## src/rtl/cache_pkg.sv

```systemverilog
// rtl/cache_pkg.sv - line field positions, FSM states and reset contents for the 2-way cache.
package cache_pkg;

  localparam int LINE_W    = 12;
  localparam int TAG_W     = 4;
  localparam int DAT_W     = 5;
  localparam int L_VALID   = 11;
  localparam int L_LRU     = 10;
  localparam int L_DIRTY   = 9;
  localparam int L_TAG_HI  = 8;
  localparam int L_TAG_LO  = 5;
  localparam int L_DATA_HI = 4;
  localparam int L_DATA_LO = 0;

  typedef enum logic [2:0] {
    ST_IDLE,
    ST_LOOKUP,
    ST_WRITEBACK,
    ST_FILL,
    ST_UPDATE,
    ST_RESP
  } state_t;

  localparam logic [LINE_W-1:0] RST_S0_W0 = 12'h800;
  localparam logic [LINE_W-1:0] RST_S0_W1 = 12'h821;
  localparam logic [LINE_W-1:0] RST_S1_W0 = 12'h842;
  localparam logic [LINE_W-1:0] RST_S1_W1 = 12'h863;

  // A freshly written line is always valid and most-recently used.
  function automatic logic [LINE_W-1:0] make_line(input logic dirty,
                                                  input logic [TAG_W-1:0] tag,
                                                  input logic [DAT_W-1:0] data);
    return {1'b1, 1'b1, dirty, tag, data};
  endfunction

endpackage

```

## src/rtl/cache_array_2x2.sv

```systemverilog
// rtl/cache_array_2x2.sv - 2-set x 2-way line storage with tag compare and victim choice.
module cache_array_2x2
  import cache_pkg::*;
(
  input  logic              clock,
  input  logic              reset_n,
  input  logic              i_index,
  input  logic [TAG_W-1:0]  i_tag,
  output logic              o_hit,
  output logic              o_hit_way,
  output logic [LINE_W-1:0] o_hit_line,
  output logic              o_victim_way,
  output logic              o_victim_dirty,
  output logic [TAG_W-1:0]  o_victim_tag,
  output logic [DAT_W-1:0]  o_victim_data,
  input  logic              i_wr_en,
  input  logic              i_wr_way,
  input  logic [LINE_W-1:0] i_wr_line
);

  logic [LINE_W-1:0] r_lines [2][2];
  logic [LINE_W-1:0] w_l0;
  logic [LINE_W-1:0] w_l1;
  logic              w_m0;
  logic              w_m1;

  always_ff @(posedge clock) begin
    if (!reset_n) begin
      r_lines[0][0] <= RST_S0_W0;
      r_lines[0][1] <= RST_S0_W1;
      r_lines[1][0] <= RST_S1_W0;
      r_lines[1][1] <= RST_S1_W1;
    end else if (i_wr_en) begin
      r_lines[i_index][i_wr_way]         <= i_wr_line;
      r_lines[i_index][~i_wr_way][L_LRU] <= 1'b0;
    end
  end

  assign w_l0 = r_lines[i_index][0];
  assign w_l1 = r_lines[i_index][1];
  assign w_m0 = w_l0[L_VALID] && (w_l0[L_TAG_HI:L_TAG_LO] == i_tag);
  assign w_m1 = w_l1[L_VALID] && (w_l1[L_TAG_HI:L_TAG_LO] == i_tag);

  assign o_hit      = w_m0 || w_m1;
  assign o_hit_way  = !w_m0 && w_m1;
  assign o_hit_line = o_hit_way ? w_l1 : w_l0;

  // Invalid way first, then the least-recent way; a tie falls to way 0.
  always_comb begin
    o_victim_way = 1'b0;
    if (!w_l0[L_VALID])                 o_victim_way = 1'b0;
    else if (!w_l1[L_VALID])            o_victim_way = 1'b1;
    else if (w_l0[L_LRU] == w_l1[L_LRU]) o_victim_way = 1'b0;
    else                                o_victim_way = w_l0[L_LRU];
  end

  assign o_victim_dirty = o_victim_way ? (w_l1[L_VALID] && w_l1[L_DIRTY])
                                       : (w_l0[L_VALID] && w_l0[L_DIRTY]);
  assign o_victim_tag   = o_victim_way ? w_l1[L_TAG_HI:L_TAG_LO] : w_l0[L_TAG_HI:L_TAG_LO];
  assign o_victim_data  = o_victim_way ? w_l1[L_DATA_HI:L_DATA_LO] : w_l0[L_DATA_HI:L_DATA_LO];

endmodule

```

## src/rtl/cache_ctrl_2vias.sv

```systemverilog
// rtl/cache_ctrl_2vias.sv - write-back write-allocate 2-way cache controller FSM and memory handshake.
// Optional hit/miss statistics are built when CACHE_STATS_EN is defined.
module cache_ctrl_2vias
  import cache_pkg::*;
#(
  parameter int ADDR_W = 5,
  parameter int DATA_W = 5,
  parameter int STAT_W = 8
) (
  input  logic              clock,
  input  logic              reset_n,
  input  logic              req_valid,
  output logic              req_ready,
  input  logic              req_write,
  input  logic [ADDR_W-1:0] req_addr,
  input  logic [DATA_W-1:0] req_wdata,
  output logic              resp_valid,
  output logic [DATA_W-1:0] resp_rdata,
  output logic              resp_hit,
  output logic              mem_req,
  output logic              mem_we,
  output logic [ADDR_W-1:0] mem_addr,
  output logic [DATA_W-1:0] mem_wdata,
  input  logic              mem_ack,
  input  logic [DATA_W-1:0] mem_rdata,
  output logic [STAT_W-1:0] hit_count,
  output logic [STAT_W-1:0] miss_count
);

  state_t              r_state;
  state_t              w_next;
  logic                r_write;
  logic [ADDR_W-1:0]   r_addr;
  logic [DATA_W-1:0]   r_wdata;
  logic                r_way;
  logic                r_hit;
  logic [DATA_W-1:0]   r_rdata;
  logic [DATA_W-1:0]   r_fill;
  logic                r_mem_req;
  logic                r_mem_we;
  logic [ADDR_W-1:0]   r_mem_addr;
  logic [DATA_W-1:0]   r_mem_wdata;

  logic                w_index;
  logic [TAG_W-1:0]    w_tag;
  logic                w_hit;
  logic                w_hit_way;
  logic [LINE_W-1:0]   w_hit_line;
  logic                w_victim_way;
  logic                w_victim_dirty;
  logic [TAG_W-1:0]    w_victim_tag;
  logic [DAT_W-1:0]    w_victim_data;
  logic                w_wr_en;
  logic                w_wr_way;
  logic [LINE_W-1:0]   w_wr_line;
  logic                w_mem_done;
  logic                w_mem_req_nxt;

  assign w_index    = r_addr[0];
  assign w_tag      = r_addr[ADDR_W-1:1];
  assign w_mem_done = r_mem_req && mem_ack;

  cache_array_2x2 u_array (
    .clock          (clock),
    .reset_n        (reset_n),
    .i_index        (w_index),
    .i_tag          (w_tag),
    .o_hit          (w_hit),
    .o_hit_way      (w_hit_way),
    .o_hit_line     (w_hit_line),
    .o_victim_way   (w_victim_way),
    .o_victim_dirty (w_victim_dirty),
    .o_victim_tag   (w_victim_tag),
    .o_victim_data  (w_victim_data),
    .i_wr_en        (w_wr_en),
    .i_wr_way       (w_wr_way),
    .i_wr_line      (w_wr_line)
  );

  always_comb begin
    w_next    = r_state;
    w_wr_en   = 1'b0;
    w_wr_way  = r_way;
    w_wr_line = w_hit_line;
    case (r_state)
      ST_IDLE:      if (req_valid) w_next = ST_LOOKUP;
      ST_LOOKUP: begin
        if (w_hit) begin
          w_wr_en          = 1'b1;
          w_wr_way         = w_hit_way;
          w_wr_line[L_LRU] = 1'b1;
          if (r_write) begin
            w_wr_line[L_DIRTY]               = 1'b1;
            w_wr_line[L_DATA_HI:L_DATA_LO]   = r_wdata;
          end
          w_next = ST_RESP;
        end else begin
          w_next = w_victim_dirty ? ST_WRITEBACK : ST_FILL;
        end
      end
      ST_WRITEBACK: if (w_mem_done) w_next = ST_FILL;
      ST_FILL:      if (w_mem_done) w_next = ST_UPDATE;
      ST_UPDATE: begin
        w_wr_en   = 1'b1;
        w_wr_line = make_line(r_write, w_tag, r_write ? r_wdata : r_fill);
        w_next    = ST_RESP;
      end
      ST_RESP:      w_next = ST_IDLE;
      default:      w_next = ST_IDLE;
    endcase
    // A completed transaction always leaves mem_req low for one cycle, even between write-back and fill.
    w_mem_req_nxt = ((w_next == ST_WRITEBACK) || (w_next == ST_FILL)) && !w_mem_done;
  end

  always_ff @(posedge clock) begin
    if (!reset_n) begin
      r_state     <= ST_IDLE;
      r_write     <= 1'b0;
      r_addr      <= '0;
      r_wdata     <= '0;
      r_way       <= 1'b0;
      r_hit       <= 1'b0;
      r_rdata     <= '0;
      r_fill      <= '0;
      r_mem_req   <= 1'b0;
      r_mem_we    <= 1'b0;
      r_mem_addr  <= '0;
      r_mem_wdata <= '0;
    end else begin
      r_state   <= w_next;
      r_mem_req <= w_mem_req_nxt;
      if (r_state == ST_IDLE && req_valid) begin
        r_write <= req_write;
        r_addr  <= req_addr;
        r_wdata <= req_wdata;
      end
      if (r_state == ST_LOOKUP) begin
        r_hit <= w_hit;
        if (w_hit) begin
          r_way   <= w_hit_way;
          r_rdata <= r_write ? r_wdata : w_hit_line[L_DATA_HI:L_DATA_LO];
        end else begin
          r_way      <= w_victim_way;
          r_mem_we   <= w_victim_dirty;
          r_mem_addr <= w_victim_dirty ? {w_victim_tag, w_index} : r_addr;
          if (w_victim_dirty) r_mem_wdata <= w_victim_data;
        end
      end
      if (r_state == ST_WRITEBACK && w_mem_done) begin
        r_mem_we   <= 1'b0;
        r_mem_addr <= r_addr;
      end
      if (r_state == ST_FILL && w_mem_done) r_fill <= mem_rdata;
      if (r_state == ST_UPDATE) r_rdata <= r_write ? r_wdata : r_fill;
    end
  end

`ifdef CACHE_STATS_EN
  logic [STAT_W-1:0] r_hit_cnt;
  logic [STAT_W-1:0] r_miss_cnt;

  always_ff @(posedge clock) begin
    if (!reset_n) begin
      r_hit_cnt  <= '0;
      r_miss_cnt <= '0;
    end else if (r_state == ST_RESP) begin
      if (r_hit && r_hit_cnt != '1)        r_hit_cnt  <= r_hit_cnt + 1'b1;
      else if (!r_hit && r_miss_cnt != '1) r_miss_cnt <= r_miss_cnt + 1'b1;
    end
  end

  assign hit_count  = r_hit_cnt;
  assign miss_count = r_miss_cnt;
`else
  assign hit_count  = '0;
  assign miss_count = '0;
`endif

  assign req_ready  = (r_state == ST_IDLE);
  assign resp_valid = (r_state == ST_RESP);
  assign resp_hit   = (r_state == ST_RESP) && r_hit;
  assign resp_rdata = r_rdata;
  assign mem_req    = r_mem_req;
  assign mem_we     = r_mem_we;
  assign mem_addr   = r_mem_addr;
  assign mem_wdata  = r_mem_wdata;

endmodule

```

## config.mk

```make
export PLATFORM = sky130hd
export DESIGN_NAME = cache_ctrl_2vias
export DESIGN_NICKNAME = d
export VERILOG_FILES = /design/src/rtl/cache_pkg.sv /design/src/rtl/cache_array_2x2.sv /design/src/rtl/cache_ctrl_2vias.sv
export SDC_FILE = /design/constraint.sdc
export NUM_CORES = 1
export LEC_CHECK = 0
export CAP_MARGIN = 20
export CORE_MARGIN = 4
export CORE_UTILIZATION = 47
export DETAILED_ROUTE_END_ITERATION = 16
export GPL_ROUTABILITY_DRIVEN = 0
export GPL_TIMING_DRIVEN = 0
export PLACE_DENSITY = 0.69
export SLEW_MARGIN = 25
export SYNTH_ARGS = -nofsm -noshare
export SYNTH_HDL_FRONTEND = slang
export SYNTH_HIERARCHICAL = 1
export SYNTH_SLANG_ARGS = --single-unit
```

## constraint.sdc

```tcl
create_clock -name clock -period 10.3 [get_ports clock]
set_input_delay 1.545 -clock clock [delete_from_list [all_inputs] [get_ports clock]]
set_output_delay 1.545 -clock clock [all_outputs]
set_load 0.03 [all_outputs]
```

==> results.json, run 1 <==
{
  "status": "finished, final reports clean",
  "crit_arrival_ns": 4.41,
  "setup_viol": 0,
  "cts-buffers-inserted": 9,
  "die_area_mm2": 0.0114,
  "antenna_found_initial": 0,
  "fin_skew_ns": 0.0120,
  "cp-start-kind": "flop",
  "synth_cell_types": 50,
  "fin_crit_sh_pct": 43.0,
  "layout-drive-gt1-share_pct": 14.8,
  "worstPathRequired_ns": 10.28,
  "crit_type": "reg2reg",
  "fin_setup_tns_ns": 0,
  "placed_cells_incl_taps": 605,
  "grtUsageTotal_pct": 19.3,
  "holdPathStages": 2,
  "portBuffers": 39,
  "async_flop_share_pct": 0,
  "gr-total-overflow": 0,
  "drt_pass1_iterations": 4,
  "path_common_cell": "buf_6",
  "ys_ff_latch": 86,
  "wl_um": 10700,
  "cts_sinks": 86,
  "utilization_pct": 57.3,
  "rrSetupSlack_ns": 5.87,
  "max-cap-violations": 0,
  "min_period_ns": 4.43,
  "pre_cts_ws_ns": 5.83,
  "finalNonFillerCells": 621,
  "reg2reg_depth": 13,
  "rows": 35,
  "grt_use_met2_pct": 32.8,
  "grt_start_max_net_pins": 15,
  "die_x_um": 107,
  "cp_slowest_stage_delay_ns": 0.64,
  "grt_setup_unrepaired": "no",
  "clockBufferDepth": 2,
  "p_leak_nw": 2.04,
  "drv_slew": 0,
  "clock.fmax_mhz": 226,
  "critPathTopFamily": "simple AND/OR/NAND/NOR gates",
  "ant_nets": 0,
  "synth_ff_type": "edfxtp_1",
  "drcViolationCount": 0,
  "hold_path.class": "reg2reg",
  "setup_slack_ns": 5.87,
  "synth_area_leaders": "edfxtp_1 (31%), dfxtp_1 (17%), mux2i_1 (12%)",
  "clockRootBuffer": "clkbuf_8",
  "cp_cell_sequence": "buf_6 -> mux2i_1 -> xnor2_1 -> nor4_2 -> or2_2 -> buf_6 -> nand3b_1 -> a21o_1 -> inv_2 -> nand2_1 -> nor3b_1 -> clkbuf_1 -> nand2b_1",
  "vias": 3223,
  "endpoint_kind": "flop",
  "final_common_cell": "mux2i_1",
  "clk_pin_slew_worst_paths_ns": 0.09,
  "worst-path-max-fanout": 11,
  "antennaDiodeCount": 0,
  "viasPerCell": 5.19,
  "chipHeight_um": 107,
  "cts_hold_buf": 0,
  "syn_avg_cell_area_um2": 10.8,
  "postCtsResizedCells": 0,
  "syn_area_mm2": 0.00458,
  "hold_viol": 0,
  "dp_hpwl_um": 7660,
  "dr.first_iter.drc_count": 201,
  "io_pins": 56,
  "synth_top_area_share_pct": 31.5,
  "fin_nets": 507,
  "power_density_mw_per_mm2": 165,
  "grt_util_met1_pct": 25.7,
  "clk_latency_ns": 0.35,
  "path_buf_inv": 4,
  "slew_headroom_pct": 53.0,
  "grt_pass1_vias": 3254,
  "vdd_drop_max_mv": 0.0787,
  "core_mm2": 0.00937,
  "cts_tree": "built",
  "yosysWarnings": 6,
  "grt_util_met3_pct": 2.89,
  "final_cell_mix": "mux2i_1 (53), nand2_1 (51), edfxtp_1 (48)",
  "worst-path-stages": 13,
  "wl_per_cell_um": 17.2,
  "grt_pass1_wl_um": 17100,
  "tightest_slew_ns": 0.705,
  "post_cts_buffers": 0,
  "synthCells": 422,
  "synth_edf_count": 48,
  "crit_slowest_cell": "nand2b_1",
  "synth_seq_area_share_pct": 48.1,
  "ctsHtreeMaxLevel": 3,
  "synth_top_cell_by_area": "edfxtp_1",
  "start_util_pct": 48.9,
  "syn_to_final_growth_pct": 17.4,
  "busiest_layer": "met2"
}
==> per-layer routing <==
layer,share of wire [%],up-vias
met5,0,-
met4,0.95,0
met3,5.6,9
met2,49,84
met1,44,1552
li1,-,1578
==> worst register-to-register path, delay by kind of cell, from the launching register on <==
family	cells	cell delay [ns]
AND/OR/NAND/NOR	6	1.93
buffers and inverters	4	0.97
multiplexers	1	0.39
flip-flops	1	0.38
AO/OA/AOI/OAI	1	0.24
XOR/XNOR	1	0.14
==> power by group <==
part / leakage (nW) / internal [mW] / switching, mW
logic: 1.17 / 0.104 / 0.148
clock network: 0.102 / 0.110 / 0.118
registers: 0.764 / 0.388 / 0.0179
total: 2.04 / 0.601 / 0.283
==> kinds of logic (layout without fill, tap and decap cells) <==
| kind of cell | Yosys count | count (layout) | share of synthesized area (%) |
|---|---|---|---|
| AO/OA/AOI/OAI | 55 | 55 | 8.69 |
| XOR/XNOR | 11 | 11 | 2.10 |
| buffers and inverters | 48 | 103 | 6.50 |
| flip-flops | 86 | 86 | 48.1 |
| multiplexers | 62 | 62 | 14.0 |
| other | 1 | 16 | 0.0819 |
| AND/OR/NAND/NOR | 159 | 159 | 20.5 |
==> registers in the layout, indices dropped and copies added, names as in the netlist, 3 cells and up <==
signal	count
r_state	3
r_addr	5
resp_rdata	5
mem_wdata	5
mem_addr	5
r_wdata	5
u_array/r_lines	48
r_fill	5
==> worst paths after layout <==
check,start,to
worst max-delay path,r_addr[0]$_SDFFE_PN0P_,u_array/r_lines[0][11]$_SDFFCE_PN1P_
worst min-delay path,r_wdata[2]$_SDFFE_PN0P_,r_wdata[2]$_SDFFE_PN0P_
worst max register to register,r_addr[0]$_SDFFE_PN0P_,u_array/r_lines[0][11]$_SDFFCE_PN1P_
worst min register to register,r_wdata[2]$_SDFFE_PN0P_,r_wdata[2]$_SDFFE_PN0P_
==> Yosys cell counts (2+ instances only) <==
cell type and number:
a21boi_0 4, a21boi_1 13, a21oi_1 11, a31oi_1 5
a32oi_1 4, and2_1 31, and3_1 6, buf_2 9
buf_4 18, buf_6 3, clkbuf_1 10, dfxtp_1 38
edfxtp_1 48, inv_1 5, mux2_2 5, mux2i_1 53
mux2i_2 4, nand2_1 51, nand2b_1 14, nand3_1 3
nand3b_1 6, nand4b_1 5, nor2b_1 16, nor3_1 4
nor3b_1 4, nor3b_2 2, nor4_2 2, o21a_1 5
o21ai_0 6, or2_2 8, xnor2_1 10
==> area by class of cell <==
| cell class | count | area, um2 |
|---|---|---|
| buffer | 42 | 275 |
| clock buffer | 13 | 171 |
| clock inverter | 3 | 16.3 |
| fill | 875 | 4000 |
| inverter | 6 | 22.5 |
| multi-input combinational | 303 | 2130 |
| sequential | 86 | 2200 |
| tap | 129 | 161 |
| timing repair buffer | 39 | 390 |
==> metrics by stage <==
stage / power, mW / hold WS (ns) / area [um2]
floorplan: 0.589 / 0.436 / 4630
global placement: 0.659 / 0.445 / 5190
detailed placement: 0.664 / 0.447 / 5190
CTS: 0.887 / 0.458 / 5370
global route: 0.928 / 0.470 / 5370
finish: 0.885 / 0.457 / 5370
Note: power is estimated with default switching activity, not from simulation.
==> run 2, diff against run 1 <==
--- a/config.mk
+++ b/config.mk
@@ -11,7 +11,7 @@
 export DETAILED_ROUTE_END_ITERATION = 16
 export GPL_ROUTABILITY_DRIVEN = 0
 export GPL_TIMING_DRIVEN = 0
-export PLACE_DENSITY = 0.69
+export PLACE_DENSITY = 0.72
 export SLEW_MARGIN = 25
 export SYNTH_ARGS = -nofsm -noshare
 export SYNTH_HDL_FRONTEND = slang
==> constraint.sdc (replaced) <==
create_clock -name clock -period 4 [get_ports clock]
set_input_delay 0.6 -clock clock [delete_from_list [all_inputs] [get_ports clock]]
set_output_delay 0.6 -clock clock [all_outputs]
set_load 0.03 [all_outputs]
==> results.json, run 2 (synthesis results as in run 1) <==
{
  "status": "finished, final reports clean",
  "die_x_um": 107,
  "crit_arrival_ns": 3.72,
  "fin_nets": 507,
  "antennaDiodeCount": 0,
  "clock.fmax_mhz": 272,
  "wl_per_cell_um": 16.9,
  "hold_path.class": "reg2reg",
  "drt_pass1_iterations": 4,
  "fin_setup_tns_ns": 0,
  "dp_hpwl_um": 7570,
  "slew_headroom_pct": 56.5,
  "cp-start-kind": "flop",
  "gr-total-overflow": 0,
  "cts_sinks": 86,
  "worst-path-max-fanout": 11,
  "final_common_cell": "mux2i_1",
  "layout-drive-gt1-share_pct": 16.3,
  "crit_type": "reg2reg",
  "cp_cell_sequence": "buf_6 -> mux2i_1 -> xnor2_1 -> nor4_2 -> or2_2 -> buf_6 -> nand3b_1 -> a21o_1 -> inv_2 -> nand2_1 -> nor3b_2 -> clkbuf_2 -> nand2b_4",
  "grtUsageTotal_pct": 18.7,
  "largest_reg_flops": 48,
  "swShare_pct": 31.1,
  "cts_hold_buf": 0,
  "rrSetupSlack_ns": 0.32,
  "reg2reg_depth": 13,
  "portBuffers": 39,
  "io_pins": 56,
  "chipHeight_um": 107,
  "ant_nets": 0,
  "fin_skew_ns": 0.0123,
  "path_common_cell": "buf_6",
  "clk_pin_slew_worst_paths_ns": 0.09,
  "setup_viol": 0,
  "vias": 3226,
  "final_cell_mix": "mux2i_1 (53), nand2_1 (51), edfxtp_1 (48)",
  "critPathTopFamily": "simple AND/OR/NAND/NOR gates",
  "clockPowerShare_pct": 28.4,
  "core_mm2": 0.00937,
  "fin_crit_sh_pct": 92.1,
  "clockRootBuffer": "clkbuf_8",
  "hold_ws_ns": 0.464,
  "worst-path-stages": 13,
  "antenna_found_initial": 0,
  "p_comb_share_pct": 27.4,
  "worstPathRequired_ns": 4.04,
  "grt_setup_unrepaired": "no",
  "p_int_mw": 1.63,
  "switching_power_uw": 735,
  "wl_um": 10500,
  "grt_pass1_vias": 3204,
  "vdd_drop_max_mv": 0.181,
  "tightest_slew_ns": 0.651,
  "die_area_mm2": 0.0114,
  "start_util_pct": 48.9,
  "drcViolationCount": 0,
  "clockBufferDepth": 2,
  "hold_viol": 0,
  "grt_pass1_wl_um": 16600,
  "viasPerCell": 5.19,
  "seq_power_share_pct": 44.2,
  "cts_tree": "built",
  "path_buf_inv": 4,
  "clk_latency_ns": 0.35,
  "endpoint_kind": "flop",
  "p_leak_nw": 2.06,
  "max-cap-violations": 0,
  "regMostFlops": "u_array/r_lines",
  "drv_slew": 0,
  "power_mw": 2.36,
  "cp_slowest_stage_delay_ns": 0.37,
  "dr.first_iter.drc_count": 142,
  "placed_cells_incl_taps": 605,
  "grt_start_max_net_pins": 15,
  "rows": 35,
  "ctsHtreeMaxLevel": 3,
  "crit_slowest_cell": "dfxtp_1",
  "power_density_mw_per_mm2": 433,
  "finalNonFillerCells": 621,
  "min_period_ns": 3.68,
  "num-fill-cells": 815,
  "holdPathStages": 2,
  "cts-buffers-inserted": 9,
  "syn_to_final_growth_pct": 19.0
}
[run 2: cell types whose count changed in the layout (fill, tap and decap cells not counted), moves of 2 or more]
cell	before	now
clkbuf_16	1	3
clkbuf_1	11	9
nor3b_1	4	2
clkinv_2	2	0
nand2b_1	14	11
nor3b_2	2	4
nand2b_4	0	2
[run 2: routing by layer]
metal  vias to the layer above  wire [um]  global-route usage [%]
met1                      1560       4970                    25.6
met3                         9        389                    3.13
met5                         -          0                       0
met4                         0         98                    4.93
met2                        72       5040                    30.7
li1                       1585          -                       -
[run 2: power groups by stage]
| stage | sequential [mW] | combinational [mW] | clock, mW |
|---|---|---|---|
| after floorplan | 1.09 | 0.425 | 0 |
| after global placement | 1.06 | 0.632 | 0 |
| after detailed placement | 1.06 | 0.641 | 0 |
| after CTS | 1.04 | 0.644 | 0.680 |
| after global routing | 1.05 | 0.700 | 0.723 |
| final | 1.04 | 0.647 | 0.669 |
[run 2: repair_timing]
item | 4_1_cts | 5_1_grt
buffers inserted | 0 | 0
cloned | 0 | 0
endpoints found under the setup margin | 22 | 33
resized for setup | 4 | 5
[run 2: cell type report]
cell class	instances	area (um2)	share of cell area, %
sequential	86	2200	40.4
multi-input combinational	303	2160	39.7
timing repair buffer	39	390	7.17
buffer	42	278	5.10
clock buffer	14	216	3.97
tap	129	161	2.96
inverter	6	22.5	0.413
clock inverter	2	15.0	0.276
[run 2: worst reg2reg max path: cells and delay by family (launching register included)]
| kind | cells | cell delay [ns] |
|---|---|---|
| AO/OA/AOI/OAI | 1 | 0.25 |
| XOR/XNOR | 1 | 0.13 |
| buffers and inverters | 4 | 0.82 |
| flip-flops | 1 | 0.37 |
| multiplexers | 1 | 0.34 |
| AND/OR/NAND/NOR | 6 | 1.46 |
[run 2: path summary, 6_finish.rpt]
kind,startpoint,endpoint
setup / recovery,r_addr[0]$_SDFFE_PN0P_,u_array/r_lines[0][1]$_SDFFCE_PN0P_
hold / removal,r_wdata[1]$_SDFFE_PN0P_,r_wdata[1]$_SDFFE_PN0P_
setup reg to reg,r_addr[0]$_SDFFE_PN0P_,u_array/r_lines[0][1]$_SDFFCE_PN0P_
hold reg to reg,r_wdata[1]$_SDFFE_PN0P_,r_wdata[1]$_SDFFE_PN0P_
[run 2: stage by stage]
stage          util [%]  setup WS (ns)  cell area (um2)
2_1_floorplan         -          0.719             4630
3_3_place_gp       55.3         -0.346             5190
3_5_place_dp       55.3         -0.341             5190
4_1_cts            57.9        0.00145             5430
5_1_grt            58.1         0.0400             5450
6_report           58.1          0.318             5450
==> run 3, diff against run 2 <==
--- a/config.mk
+++ b/config.mk
@@ -6,7 +6,7 @@
 export NUM_CORES = 1
 export LEC_CHECK = 0
 export CAP_MARGIN = 20
-export CORE_MARGIN = 4
+export CORE_MARGIN = 8
 export CORE_UTILIZATION = 47
 export DETAILED_ROUTE_END_ITERATION = 16
 export GPL_ROUTABILITY_DRIVEN = 0
==> results.json, run 3 (synthesis results as in run 1) <==
{
  "hold_viol": 0,
  "largest_reg_flops": 48,
  "io_pins": 56,
  "path_common_cell": "buf_6",
  "dr.first_iter.drc_count": 214,
  "drv_slew": 0,
  "ctsHtreeMaxLevel": 3,
  "p_leak_nw": 2.03,
  "wl_per_cell_um": 17.1,
  "vias": 3205,
  "final_cell_mix": "mux2i_1 (53), nand2_1 (51), edfxtp_1 (48)",
  "grtUsageTotal_pct": 16.9,
  "grt_pass1_vias": 3223,
  "crit_type": "reg2reg",
  "worst-path-max-fanout": 11,
  "drcViolationCount": 0,
  "power_mw": 2.23,
  "pre_cts_ws_ns": -0.443,
  "cts_hold_buf": 0,
  "cts_sinks": 86,
  "fin_setup_tns_ns": 0,
  "antenna_found_initial": 0,
  "portBuffers": 39,
  "dp_hpwl_um": 7670,
  "syn_to_final_growth_pct": 17.8,
  "cts_tree": "built",
  "finalNonFillerCells": 625,
  "setup_viol": 0,
  "clock.fmax_mhz": 269,
  "worstPathRequired_ns": 4.04,
  "cp_slowest_stage_delay_ns": 0.38,
  "utilization_pct": 56.2,
  "viasPerCell": 5.13,
  "cp_cell_sequence": "buf_6 -> mux2i_2 -> xnor2_1 -> nor4_2 -> or2_2 -> buf_6 -> nand3b_1 -> a21o_1 -> inv_2 -> nand2_1 -> nor3b_2 -> clkbuf_2 -> nand2b_4",
  "cts-buffers-inserted": 9,
  "hold_path.class": "reg2reg",
  "fin_crit_sh_pct": 92.8,
  "grt_start_max_net_pins": 14,
  "grt_util_met3_pct": 4.48,
  "antennaDiodeCount": 0,
  "grt_use_met2_pct": 28.2,
  "r2r_start": "r_addr[0]$_SDFFE_PN0P_",
  "busiest_layer": "met2",
  "hold_start": "resp_rdata[3]$_SDFFE_PN0P_",
  "status": "finished, final reports clean",
  "vdd_drop_max_mv": 0.218,
  "chipHeight_um": 115,
  "fin_skew_ns": 0.00686,
  "min_period_ns": 3.71,
  "grt_pass1_wl_um": 17100,
  "wl_um": 10700,
  "regMostFlops": "u_array/r_lines",
  "fin_nets": 507,
  "critPathTopFamily": "simple AND/OR/NAND/NOR gates",
  "die_x_um": 115,
  "clockBufferDepth": 2,
  "crit_arrival_ns": 3.75,
  "setup_slack_ns": 0.288,
  "placed_cells_incl_taps": 609,
  "place_area_mm2": 0.00519,
  "clockRootBuffer": "clkbuf_8",
  "critPathLaunch": "r_addr[0]$_SDFFE_PN0P_",
  "tightest_slew_ns": 0.654,
  "endpoint_kind": "flop",
  "drt_pass1_iterations": 4,
  "grt_util_met1_pct": 21.4,
  "gr-total-overflow": 0,
  "clk_pin_slew_worst_paths_ns": 0.08,
  "multi_input_area_mm2": 0.00217,
  "final_area_mm2": 0.00540,
  "clk_latency_ns": 0.34,
  "hold_ws_ns": 0.457,
  "rows": 36,
  "final_common_cell": "mux2i_1",
  "max-cap-violations": 0,
  "die_area_mm2": 0.0132,
  "crit_slowest_cell": "dfxtp_1",
  "ant_nets": 0,
  "regArea_mm2": 0.00220,
  "layout-drive-gt1-share_pct": 15.9,
  "start_util_pct": 47.7,
  "power_density_mw_per_mm2": 413,
  "path_buf_inv": 4,
  "slew_headroom_pct": 56.2,
  "core_mm2": 0.00959,
  "num-fill-cells": 864,
  "cp-start-kind": "flop"
}
==> run 3: timing repair <==
action                                  in CTS  in global routing
resized for setup                            5                  5
endpoints found under the setup margin      22                 33
buffers inserted                             0                  0
==> run 3: report_power, final <==
part           internal [mW]  switching, mW  total, mW
registers              0.998         0.0449       1.04
logic                  0.270          0.382      0.652
clock network          0.243          0.291      0.534
total                   1.51          0.718       2.23
==> run 3: final timing paths <==
check	to	slack, ns	cells past startpoint
worst max register to register	u_array/r_lines[0][0]$_SDFFCE_PN1P_	0.29	13
worst min register to register	resp_rdata[3]$_SDFFE_PN0P_	0.46	2
worst min-delay path	resp_rdata[3]$_SDFFE_PN0P_	0.46	2
worst max-delay path	u_array/r_lines[0][0]$_SDFFCE_PN1P_	0.29	13
==> run 3: final cells by class <==
class                      instances  share of cell area, %
clock buffer                      13                   2.76
inverter                           6                  0.417
buffer                            42                   5.15
tap                              133                   3.08
clock inverter                     3                  0.348
multi-input combinational        303                   40.2
sequential                        86                   40.8
timing repair buffer              39                   7.24
==> run 3: worst register-to-register path, stage by stage, from the launching register on <==
cell,delay [ns]
dfxtp_1,0.38
buf_6,0.20
mux2i_2,0.30
xnor2_1,0.13
nor4_2,0.32
or2_2,0.19
buf_6,0.14
nand3b_1,0.11
a21o_1,0.24
inv_2,0.15
nand2_1,0.26
nor3b_2,0.38
clkbuf_2,0.31
nand2b_4,0.29
==> run 3: routing by layer <==
layer / up-vias / part of all wire [%]
met3: 4 / 6.6
li1: 1582 / -
met2: 76 / 49
met5: - / 0
met1: 1543 / 43
met4: 0 / 0.47
